$ cat src/rtl/mdc_copr_regs_pkg.sv
// Register map, field positions and response codes for the MDC coprocessor
// control/status block.
package mdc_copr_regs_pkg;

  // Word index within the 32-byte register window (byte address bits [4:2])
  typedef enum logic [2:0] {
    REG_CTRL      = 3'd0,
    REG_STATUS    = 3'd1,
    REG_CONFIG_ID = 3'd2,
    REG_SIZE      = 3'd3,
    REG_SRC_ADDR  = 3'd4,
    REG_DST_ADDR  = 3'd5,
    REG_VERSION   = 3'd6,
    REG_RSVD      = 3'd7
  } reg_idx_e;

  localparam logic [4:0] OFS_CTRL      = 5'h00;
  localparam logic [4:0] OFS_STATUS    = 5'h04;
  localparam logic [4:0] OFS_CONFIG_ID = 5'h08;
  localparam logic [4:0] OFS_SIZE      = 5'h0C;
  localparam logic [4:0] OFS_SRC_ADDR  = 5'h10;
  localparam logic [4:0] OFS_DST_ADDR  = 5'h14;
  localparam logic [4:0] OFS_VERSION   = 5'h18;

  localparam int CTRL_START_BIT  = 0;
  localparam int CTRL_IRQ_EN_BIT = 1;
  localparam int STAT_BUSY_BIT   = 0;
  localparam int STAT_DONE_BIT   = 1;

  localparam logic [1:0]  RESP_OKAY       = 2'b00;
  localparam logic [1:0]  RESP_SLVERR     = 2'b10;
  localparam logic [31:0] VERSION_DEFAULT = 32'h0001_0000;

  function automatic logic [31:0] strb_merge(input logic [31:0] old_val,
                                             input logic [31:0] wdata,
                                             input logic [3:0]  strb);
    logic [31:0] r;
    r = old_val;
    for (int b = 0; b < 4; b++)
      if (strb[b]) r[8*b +: 8] = wdata[8*b +: 8];
    return r;
  endfunction

endpackage

$ cat src/rtl/mdc_axil_cfg_slave.sv
// AXI4-Lite register slave for the MDC coprocessor: configuration registers,
// start pulse, sticky done status and level interrupt.
module mdc_axil_cfg_slave
  import mdc_copr_regs_pkg::*;
#(
  parameter int unsigned ADDR_W  = 5,
  parameter int unsigned ID_W    = 8,
  parameter logic [31:0] VERSION = VERSION_DEFAULT
) (
  input  logic              sys_clock,
  input  logic              reset_rtl,
  input  logic [ADDR_W-1:0] s_axi_awaddr,
  input  logic              s_axi_awvalid,
  output logic              s_axi_awready,
  input  logic [31:0]       s_axi_wdata,
  input  logic [3:0]        s_axi_wstrb,
  input  logic              s_axi_wvalid,
  output logic              s_axi_wready,
  output logic [1:0]        s_axi_bresp,
  output logic              s_axi_bvalid,
  input  logic              s_axi_bready,
  input  logic [ADDR_W-1:0] s_axi_araddr,
  input  logic              s_axi_arvalid,
  output logic              s_axi_arready,
  output logic [31:0]       s_axi_rdata,
  output logic [1:0]        s_axi_rresp,
  output logic              s_axi_rvalid,
  input  logic              s_axi_rready,
  output logic              start_o,
  output logic [ID_W-1:0]   config_id_o,
  output logic [31:0]       size_o,
  output logic [31:0]       src_addr_o,
  output logic [31:0]       dst_addr_o,
  input  logic              done_i,
  output logic              busy_o,
  output logic              irq_o
);

  logic              awready_q, awready_d, wready_q, wready_d, arready_q, arready_d;
  logic              aw_held_q, aw_held_d, w_held_q, w_held_d;
  logic [ADDR_W-1:0] awaddr_q, awaddr_d;
  logic [31:0]       wdata_q, wdata_d;
  logic [3:0]        wstrb_q, wstrb_d;
  logic              bvalid_q, bvalid_d, rvalid_q, rvalid_d;
  logic [1:0]        bresp_q, bresp_d, rresp_q, rresp_d;
  logic [31:0]       rdata_q, rdata_d;
  logic              start_q, start_d, busy_q, busy_d, done_q, done_d;
  logic              irq_en_q, irq_en_d, irq_q, irq_d;
  logic [ID_W-1:0]   config_id_q, config_id_d;
  logic [31:0]       size_q, size_d, src_addr_q, src_addr_d, dst_addr_q, dst_addr_d;

  logic              aw_hs, w_hs, ar_hs, wr_go, wr_err, rd_err;
  logic [ADDR_W-1:0] wa;
  logic [31:0]       wd, rd_word;
  logic [3:0]        ws;
  reg_idx_e          wr_idx, rd_idx;
  logic              unused_addr_lsbs;

  assign unused_addr_lsbs = ^{wa[1:0], s_axi_araddr[1:0]};

  always_comb begin
    aw_hs  = s_axi_awvalid & awready_q;
    w_hs   = s_axi_wvalid & wready_q;
    ar_hs  = s_axi_arvalid & arready_q;
    // A beat arriving this cycle is used directly so the write lands on its edge
    wa     = aw_held_q ? awaddr_q : s_axi_awaddr;
    wd     = w_held_q ? wdata_q : s_axi_wdata;
    ws     = w_held_q ? wstrb_q : s_axi_wstrb;
    wr_go  = (aw_held_q | aw_hs) & (w_held_q | w_hs);
    wr_idx = reg_idx_e'(wa[4:2]);
    wr_err = |(wa >> 5);
    rd_idx = reg_idx_e'(s_axi_araddr[4:2]);
    rd_err = |(s_axi_araddr >> 5);

    aw_held_d   = aw_held_q;   awaddr_d   = awaddr_q;
    w_held_d    = w_held_q;    wdata_d    = wdata_q;    wstrb_d = wstrb_q;
    bvalid_d    = bvalid_q;    bresp_d    = bresp_q;
    rvalid_d    = rvalid_q;    rresp_d    = rresp_q;    rdata_d = rdata_q;
    start_d     = 1'b0;        busy_d     = busy_q;     done_d  = done_q;
    irq_en_d    = irq_en_q;    config_id_d = config_id_q;
    size_d      = size_q;      src_addr_d = src_addr_q; dst_addr_d = dst_addr_q;

    if (aw_hs) begin aw_held_d = 1'b1; awaddr_d = s_axi_awaddr; end
    if (w_hs)  begin w_held_d = 1'b1; wdata_d = s_axi_wdata; wstrb_d = s_axi_wstrb; end
    if (bvalid_q && s_axi_bready) bvalid_d = 1'b0;

    if (wr_go) begin
      aw_held_d = 1'b0;
      w_held_d  = 1'b0;
      bvalid_d  = 1'b1;
      bresp_d   = wr_err ? RESP_SLVERR : RESP_OKAY;
      if (!wr_err) begin
        case (wr_idx)
          REG_CTRL: if (ws[0]) begin
            irq_en_d = wd[CTRL_IRQ_EN_BIT];
            if (wd[CTRL_START_BIT] && !busy_q) begin
              start_d = 1'b1;
              busy_d  = 1'b1;
            end
          end
          REG_STATUS:    if (ws[0] && wd[STAT_DONE_BIT]) done_d = 1'b0;
          REG_CONFIG_ID: config_id_d = ID_W'(strb_merge(32'(config_id_q), wd, ws));
          REG_SIZE:      size_d      = strb_merge(size_q, wd, ws);
          REG_SRC_ADDR:  src_addr_d  = strb_merge(src_addr_q, wd, ws);
          REG_DST_ADDR:  dst_addr_d  = strb_merge(dst_addr_q, wd, ws);
          default: ;
        endcase
      end
    end

    // done_i is applied after the W1C so a simultaneous set wins
    if (done_i) begin
      busy_d = 1'b0;
      done_d = 1'b1;
    end
    irq_d = irq_en_d & done_d;

    rd_word = 32'h0;
    case (rd_idx)
      REG_CTRL:      rd_word[CTRL_IRQ_EN_BIT] = irq_en_q;
      REG_STATUS:    rd_word = {30'h0, done_q, busy_q};
      REG_CONFIG_ID: rd_word = 32'(config_id_q);
      REG_SIZE:      rd_word = size_q;
      REG_SRC_ADDR:  rd_word = src_addr_q;
      REG_DST_ADDR:  rd_word = dst_addr_q;
      REG_VERSION:   rd_word = VERSION;
      default:       rd_word = 32'h0;
    endcase

    if (rvalid_q && s_axi_rready) rvalid_d = 1'b0;
    if (ar_hs) begin
      rvalid_d = 1'b1;
      rresp_d  = rd_err ? RESP_SLVERR : RESP_OKAY;
      rdata_d  = rd_err ? 32'h0 : rd_word;
    end

    awready_d = !aw_held_d && !bvalid_d;
    wready_d  = !w_held_d && !bvalid_d;
    arready_d = !rvalid_d;
  end

  always_ff @(posedge sys_clock) begin
    if (!reset_rtl) begin
      awready_q <= 1'b0;  wready_q <= 1'b0;  arready_q <= 1'b0;
      aw_held_q <= 1'b0;  awaddr_q <= '0;
      w_held_q  <= 1'b0;  wdata_q  <= '0;    wstrb_q   <= '0;
      bvalid_q  <= 1'b0;  bresp_q  <= '0;
      rvalid_q  <= 1'b0;  rresp_q  <= '0;    rdata_q   <= '0;
      start_q   <= 1'b0;  busy_q   <= 1'b0;  done_q    <= 1'b0;
      irq_en_q  <= 1'b0;  irq_q    <= 1'b0;  config_id_q <= '0;
      size_q    <= '0;    src_addr_q <= '0;  dst_addr_q  <= '0;
    end else begin
      awready_q <= awready_d;  wready_q <= wready_d;  arready_q <= arready_d;
      aw_held_q <= aw_held_d;  awaddr_q <= awaddr_d;
      w_held_q  <= w_held_d;   wdata_q  <= wdata_d;   wstrb_q   <= wstrb_d;
      bvalid_q  <= bvalid_d;   bresp_q  <= bresp_d;
      rvalid_q  <= rvalid_d;   rresp_q  <= rresp_d;   rdata_q   <= rdata_d;
      start_q   <= start_d;    busy_q   <= busy_d;    done_q    <= done_d;
      irq_en_q  <= irq_en_d;   irq_q    <= irq_d;     config_id_q <= config_id_d;
      size_q    <= size_d;     src_addr_q <= src_addr_d; dst_addr_q <= dst_addr_d;
    end
  end

  assign s_axi_awready = awready_q;
  assign s_axi_wready  = wready_q;
  assign s_axi_arready = arready_q;
  assign s_axi_bvalid  = bvalid_q;
  assign s_axi_bresp   = bresp_q;
  assign s_axi_rvalid  = rvalid_q;
  assign s_axi_rresp   = rresp_q;
  assign s_axi_rdata   = rdata_q;
  assign start_o       = start_q;
  assign busy_o        = busy_q;
  assign irq_o         = irq_q;
  assign config_id_o   = config_id_q;
  assign size_o        = size_q;
  assign src_addr_o    = src_addr_q;
  assign dst_addr_o    = dst_addr_q;

endmodule

$ cat config.mk
export PLATFORM = sky130hd
export DESIGN_NAME = mdc_axil_cfg_slave
export DESIGN_NICKNAME = d
export VERILOG_FILES = /design/src/rtl/mdc_copr_regs_pkg.sv /design/src/rtl/mdc_axil_cfg_slave.sv
export SDC_FILE = /design/constraint.sdc
export NUM_CORES = 1
export LEC_CHECK = 0
export CORE_MARGIN = 10
export CORE_UTILIZATION = 25
export DETAILED_ROUTE_END_ITERATION = 16
export PLACE_DENSITY_LB_ADDON = 0.2
export REMOVE_ABC_BUFFERS = 1
export SLEW_MARGIN = 25
export SYNTH_ARGS = -nofsm -noshare
export SYNTH_HDL_FRONTEND = slang
export SYNTH_SLANG_ARGS = --single-unit
$ cat constraint.sdc
create_clock -name sys_clock -period 2.1 [get_ports sys_clock]
set_clock_uncertainty 0.15 [all_clocks]
set_input_delay 0.315 -clock sys_clock [delete_from_list [all_inputs] [get_ports sys_clock]]
set_output_delay 0.315 -clock sys_clock [all_outputs]
set_load 0.005 [all_outputs]
# Word-level counts from Yosys, hierarchy flattened
# Cells that the tools add are included.
op_classes:
  reduce_logical: 29
  mux: 22
  n_bitwise: 8
  eq_ne: 11
op_table:
  columns: ["cell", "n"]
  rows:
  - ["one-hot mux 30 bit (5 select lines)", 1]
  - ["AND reduction 3 bit", 13]
  - ["2-to-1 mux 32 bit", 1]
  - ["2-to-1 mux 1 bit", 16]
  - ["equality test 3 bit (second input constant)", 5]
  - ["equality test 3 x 2 -> 1 bit (second input constant)", 4]
  - ["AND reduction 4 bit", 2]
  - ["equality test 3 x 1 -> 1 bit (second input constant)", 2]
  - ["logical AND 1 bit", 6]
  - ["zero test 3 bit", 2]
  - ["one-hot mux 1 bit (6 select lines)", 1]
  - ["bitwise AND 1 bit", 5]
  - ["zero test 1 bit", 5]
  - ["2-to-1 mux 5 bit", 1]
  - ["one-hot mux 1 bit (5 select lines)", 1]
  - ["2-to-1 mux 4 bit", 1]
  - ["bitwise OR 1 bit", 2]
  - ["OR reduction 2 bit", 1]
  - ["inverter 1 bit", 1]
totals:
  inputBits: 54
  elab_cells: 99
  register_bits: 189

# Logic depth before layout (Yosys ltp)
depth:
  ltp_word: 7
  depth_mapped: 6
  mapped_depth_nobuf: 4

# Least setup slack after synthesis
# No wires, ideal clock.
synth_path:
  kind: "register to register"
  startpoint: "register aw_held_q"
  endpoint: "register size_q[0] (netlist: size_o[0])"
  period_less_slack_ns: 2.042
  setup_slack_ns: 0.058
  t_arrival_ns: 1.820
  path_stages_with_launch: 6
  path_buffers: 1
  cell_sequence: "dfxtp_1 > mux2_2 > or4_1 > buf_2 > nor3_4 > mux2i_1"
synth_via:
  elab_chain_cells: 3
synth_rtl:
  columns: ["item", "line_no", "rtl"]
  rows:
  - ["from (decl)", "mdc_axil_cfg_slave.sv:40", "logic aw_held_q, aw_held_d, w_held_q, w_held_d;"]
  - ["from (signal assigned)", "mdc_axil_cfg_slave.sv:154", "aw_held_q <= aw_held_d; awaddr_q <= awaddr_d;"]
  - ["2-to-1 mux 5 bit or bitwise OR 1 bit (tied branches)", "mdc_axil_cfg_slave.sv:66, mdc_axil_cfg_slave.sv:69", null]
  - ["equality test 3 x 2 -> 1 bit or bitwise AND 1 bit (tied branches)", "mdc_axil_cfg_slave.sv:93, mdc_axil_cfg_slave.sv:69", null]
  - ["AND reduction 3 bit (no line) *", null, null]
  - ["to (signal assigned)", "mdc_axil_cfg_slave.sv:160", "size_q <= size_d; src_addr_q <= src_addr_d; dst_addr_q <= dst_addr_d;"]
  - ["to (decl)", "mdc_axil_cfg_slave.sv:50", "logic [31:0] size_q, size_d, src_addr_q, src_addr_d, dst_addr_q, dst_addr_d;"]
# Every way passes the cells marked *; elsewhere a longest branch is shown, timed or not.
# A chain may end at the register's enable or synchronous reset.

# Worst setup path after layout
layout_path:
  startpoint: "register aw_held_q"
  endpoint: "register size_q[7] (netlist: size_o[7])"
# Same word-level chain as after synthesis.

==> qor_table.md <==
| Parameter | This run |
|---|---|
| Total of buffers placed on input and output ports | 193 |
| Final standard cell count with taps included and fillers excluded | 1526 |
| Seq pwr share | 0.461 |
| Via count of the first global-routing pass | 6876 |
| Adder and majority cell fraction of the synthesized area | 0 |
| Count of flip-flops with a built-in enable after synthesis | 0 |
| Final worst path period share | 0.937 |
| Flip-flop and latch count after synthesis | 187 |
| Placeable core area | 0.0318 mm^2 |
| Critical R2R Capture | size_o[7] |
| Hold Slack | 0.0976 ns |
| Detailed-placement wirelength estimate | 20200 um |
| Number of cells produced by synthesis | 861 |
| CTS Buffer Depth | 2 |
| Hold Path Class | input port to register |
| Req. time, crit path | 2.32 ns |
| Status | complete, no violations |
| Via density per instance | 4.48 |
| Setup repair after global routing missed its margin | false |
| Timing-limited maximum frequency | 0.508 GHz |
| Slowest-stage cell, CP | or4_4 |
| Max-cap violations | 0 |
| Start of the worst register-to-register path | aw_held_q |
| Count of buffer and inverter cells on the critical path | 1 |
| Peak ir drop on the vdd network | 0.517 mV |
| Global-route wire length before repair | 43800 um |
| Crit path launch | aw_held_q |
| Main combinational cell family by area after synthesis | multiplexers |
| Wire length per cell after detailed routing | 18.8 um |
| Static Leakage | 4.67 nW |
| Aggregate global-route resource usage | 0.140 |
| 1st-pass router iterations | 4 |
| Post-Synthesis Cell Area | 0.00812 mm^2 |
| Worst-path fanout max | 8 |
| Cell class contributing the biggest share of worst-path delay | simple AND/OR/NAND/NOR gates |
| Setup CP Type | register to register |
| Kind of end point of the critical path | register |
| Synth top area cells | dfxtp_1 46%, mux2i_1 16%, nand2_1 11%, mux2_2 5.1%, a21boi_0 4.3% |
| Parity-gate share of the synthesized area counting xor and xnor cells | 0 |
| Number of pins with negative max-slew slack in the final report | 0 |
| Initial DRC Count | 259 |
| Placed cell count | 1492 |
| Setup slack after layout | 0.132 ns |
| Power per standard cell area | 675 mW/mm^2 |
| Simple-gate share of the synthesized area | 0.162 |
| Total number of vias | 6843 |
| Largest net degree at the start of global routing | 73 |
| Area taken by multi-input logic gates | 0.00415 mm^2 |
| Reg2Reg Setup Slack | 0.13 ns |
| Fraction of post-synthesis cell area in the top cell type by area | 0.461 |
| Row Count | 65 |
| DRC violation count after routing | 0 |
| NetSw | 2.09 mW |
| Clock tree from TritonCTS | yes |
| Number of filler cells placed in the layout | 3222 |
| CTS Hold Buffers Added | 0 |
| Register area share after synthesis | 0.461 |
| Hold wc startpoint | reset_rtl |
| Total setup buffers inserted after CTS | 0 |
| Clock Latency Late Sink | 0.44 ns |
| H-tree lvl count | 4 |
| Area added between synthesis and finish | 44.2% |
| Instance area at placement | 0.0111 mm^2 |
| Number of sinks on the clock net | 187 |
| Number of placed I/O pins | 202 |
| Total overflow reported by the global router | 0 |
| Antenna violation net count after detailed routing | 0 |
| Net Sw Frac | 0.265 |
| End of the critical path | size_o[7] |
| Final hold violation count | 0 |
| Starting density of the core | 0.255 |
| Vertical die dimension | 200 um |
| Met2 usage | 0.231 |
| Mux share of post-synthesis cell area | 0.214 |
| Library cell occupying the most area in the post-synthesis netlist | dfxtp_1 |
| Worst setup SP type | register |
| Mean instance size in the synthesized netlist | 9.44 um^2 |
| Clock power frac | 0.436 |
| Post-route standard cell area excluding fillers | 0.0117 mm^2 |
| Arrival time worst endpoint | 2.18 ns |
| Area taken by flip-flops and latches | 0.00374 mm^2 |
| GR peak layer | met2 |
| Count of cells along the worst register-to-register path | 5 |
| Die boundary width | 200 um |
| Synth Area in Compound Gates | 0.132 |
| Internal cell power | 5.81 mW |
| Clock Pin Slew Worst Setup and Hold Paths | 0.08 ns |
| Global-route met3 utilization | 0.0435 |
| Most instantiated flip-flop cell in the synthesis netlist | dfxtp_1 |
| Share of post-route cells with drive strength above 1 | 0.130 |
| Clock tree root buffer cell | clkbuf_16 |
| CP max stage delay | 0.48 ns |
| Worst slack at placement | -0.452 ns |
| Final #Nets | 1130 |
| Total wirelength of the detailed-routed design | 28600 um |
| Weighted congestion at the end of routability-driven global placement | 0.713 |
| Cell breakdown of the critical path | mux2_2 -> or4_4 -> nor3_4 -> buf_12 -> mux2i_1 |
| Fraction of met1 tracks used by global routing | 0.174 |
| Final worst path period need | 1.97 ns |
| Final setup fails | 0 |
| Number of distinct standard cells referenced by the synthesized netlist | 42 |
| Worst path depth | 5 |
| Number of clock buffers inserted by TritonCTS | 17 |
| Antenna violations before repair | 2 |
| Relative contribution of combinational cells to total power | 0.103 |
| YS warnings | 0 |
| Async set-or-reset flop fraction in the synthesized netlist | 0 |
| Sum of negative setup slack | 0 ns |
| Die area | 0.0401 mm^2 |
## cells in the mapped netlist, drive strengths merged (3+ instances only)
master / n
nand2b: 4
and3b: 4
nor2b: 28
a22oi: 31
nor2: 6
a21oi: 4
o2bb2ai: 23
a221oi: 6
nand2: 237
o21ai: 7
nand3b: 3
clkbuf: 45
mux2i: 132
mux2: 37
a31oi: 3
nand3: 7
a21boi: 47
dfxtp: 187
and2: 3
buf: 16
a211o: 6
nor4b: 3
## timing repair
action,4_1_cts,5_1_grt
cloned,0,0
endpoints found under the setup margin,5,22
gates resized for setup,1,2
## tightest hold or removal path: stages
cell and delay [ns]:
buf_6 0.17, nand2_1 0.09, mux2i_1 0.05
## state kept, by name, summed over array words and instances (netlist names), 3 cells and up
name	cells
src_addr_o	32
awaddr_q	3
wdata_q	32
config_id_o	8
dst_addr_o	32
s_axi_rdata	32
size_o	32
wstrb_q	4
## cell usage in the layout (no fill, tap or decap), types with 2 or more instances in the layout
cell	count
dfxtp_1	186
inv_8	2
a21o_1	2
buf_12	20
conb_1	4
bufinv_16	2
nand3b_1	3
and2_1	2
inv_1	2
diode_2	2
and3b_1	4
a211o_1	6
o211ai_1	2
clkbuf_16	17
nand2_1	235
nor4b_1	3
o2bb2ai_1	23
buf_4	40
a31oi_1	3
nand2b_1	4
buf_6	2
nand3_1	7
a22oi_1	31
o21a_1	2
o211a_1	2
a21boi_0	47
o21ai_0	6
a21oi_1	3
mux2_2	37
nand2_2	2
inv_6	7
nor2_1	6
nor2b_1	28
clkinv_8	2
clkdlybuf4s50_1	191
a221oi_1	6
mux2i_1	131
## power groups by stage
stage | Combinational, mW | Sequential (mW) | Clock, mW
global placement | 0.821 | 3.72 | 0
global route | 0.887 | 3.65 | 3.70
floorplan | 0.305 | 3.74 | 0
finish | 0.811 | 3.64 | 3.45
CTS | 0.827 | 3.64 | 3.57
detailed placement | 0.822 | 3.73 | 0
## routing by layer
metal  vias up  part of all wire  wire length, um
met5         -           0.00042               12
met1      3285              0.46            13300
li1       3427                 -                -
met3        11             0.048             1380
met4         2            0.0080              229
met2       118              0.48            13700
## kinds of logic (layout without fill, tap and decap cells)
group / after synthesis / after routing
multiplexers: 169 / 169
buffers and inverters: 63 / 288
AO/OA/AOI/OAI: 138 / 138
flip-flops: 187 / 187
other: 1 / 6
AND/OR/NAND/NOR: 303 / 303
## metrics by stage
step	util	total power [mW]
after global placement	0.348	4.55
after global routing	0.368	8.24
after detailed placement	0.348	4.55
after floorplan	-	4.04
after CTS	0.368	8.04
final	0.368	7.90
## area by class of cell
class | instances | area share
well taps | 435 | 0.0465
clock buffers | 17 | 0.0363
diodes | 2 | 0.000427
clock inverters | 15 | 0.0165
multi-input cells | 614 | 0.355
flip-flops and latches | 187 | 0.320
inverters | 2 | 0.000641
repair buffers | 254 | 0.225
## worst min path at each step
stage,end,slack [ns],depth (start not counted)
finish,dst_addr_o[11],0.1,3
global route,s_axi_rdata[0],0.09,3
CTS,dst_addr_o[11],0.08,3
detailed placement,wdata_q[12],0.31,2
global placement,wdata_q[21],0.30,2
floorplan,s_axi_rdata[16],0.28,1
Note: power is estimated with default switching activity, not from simulation.
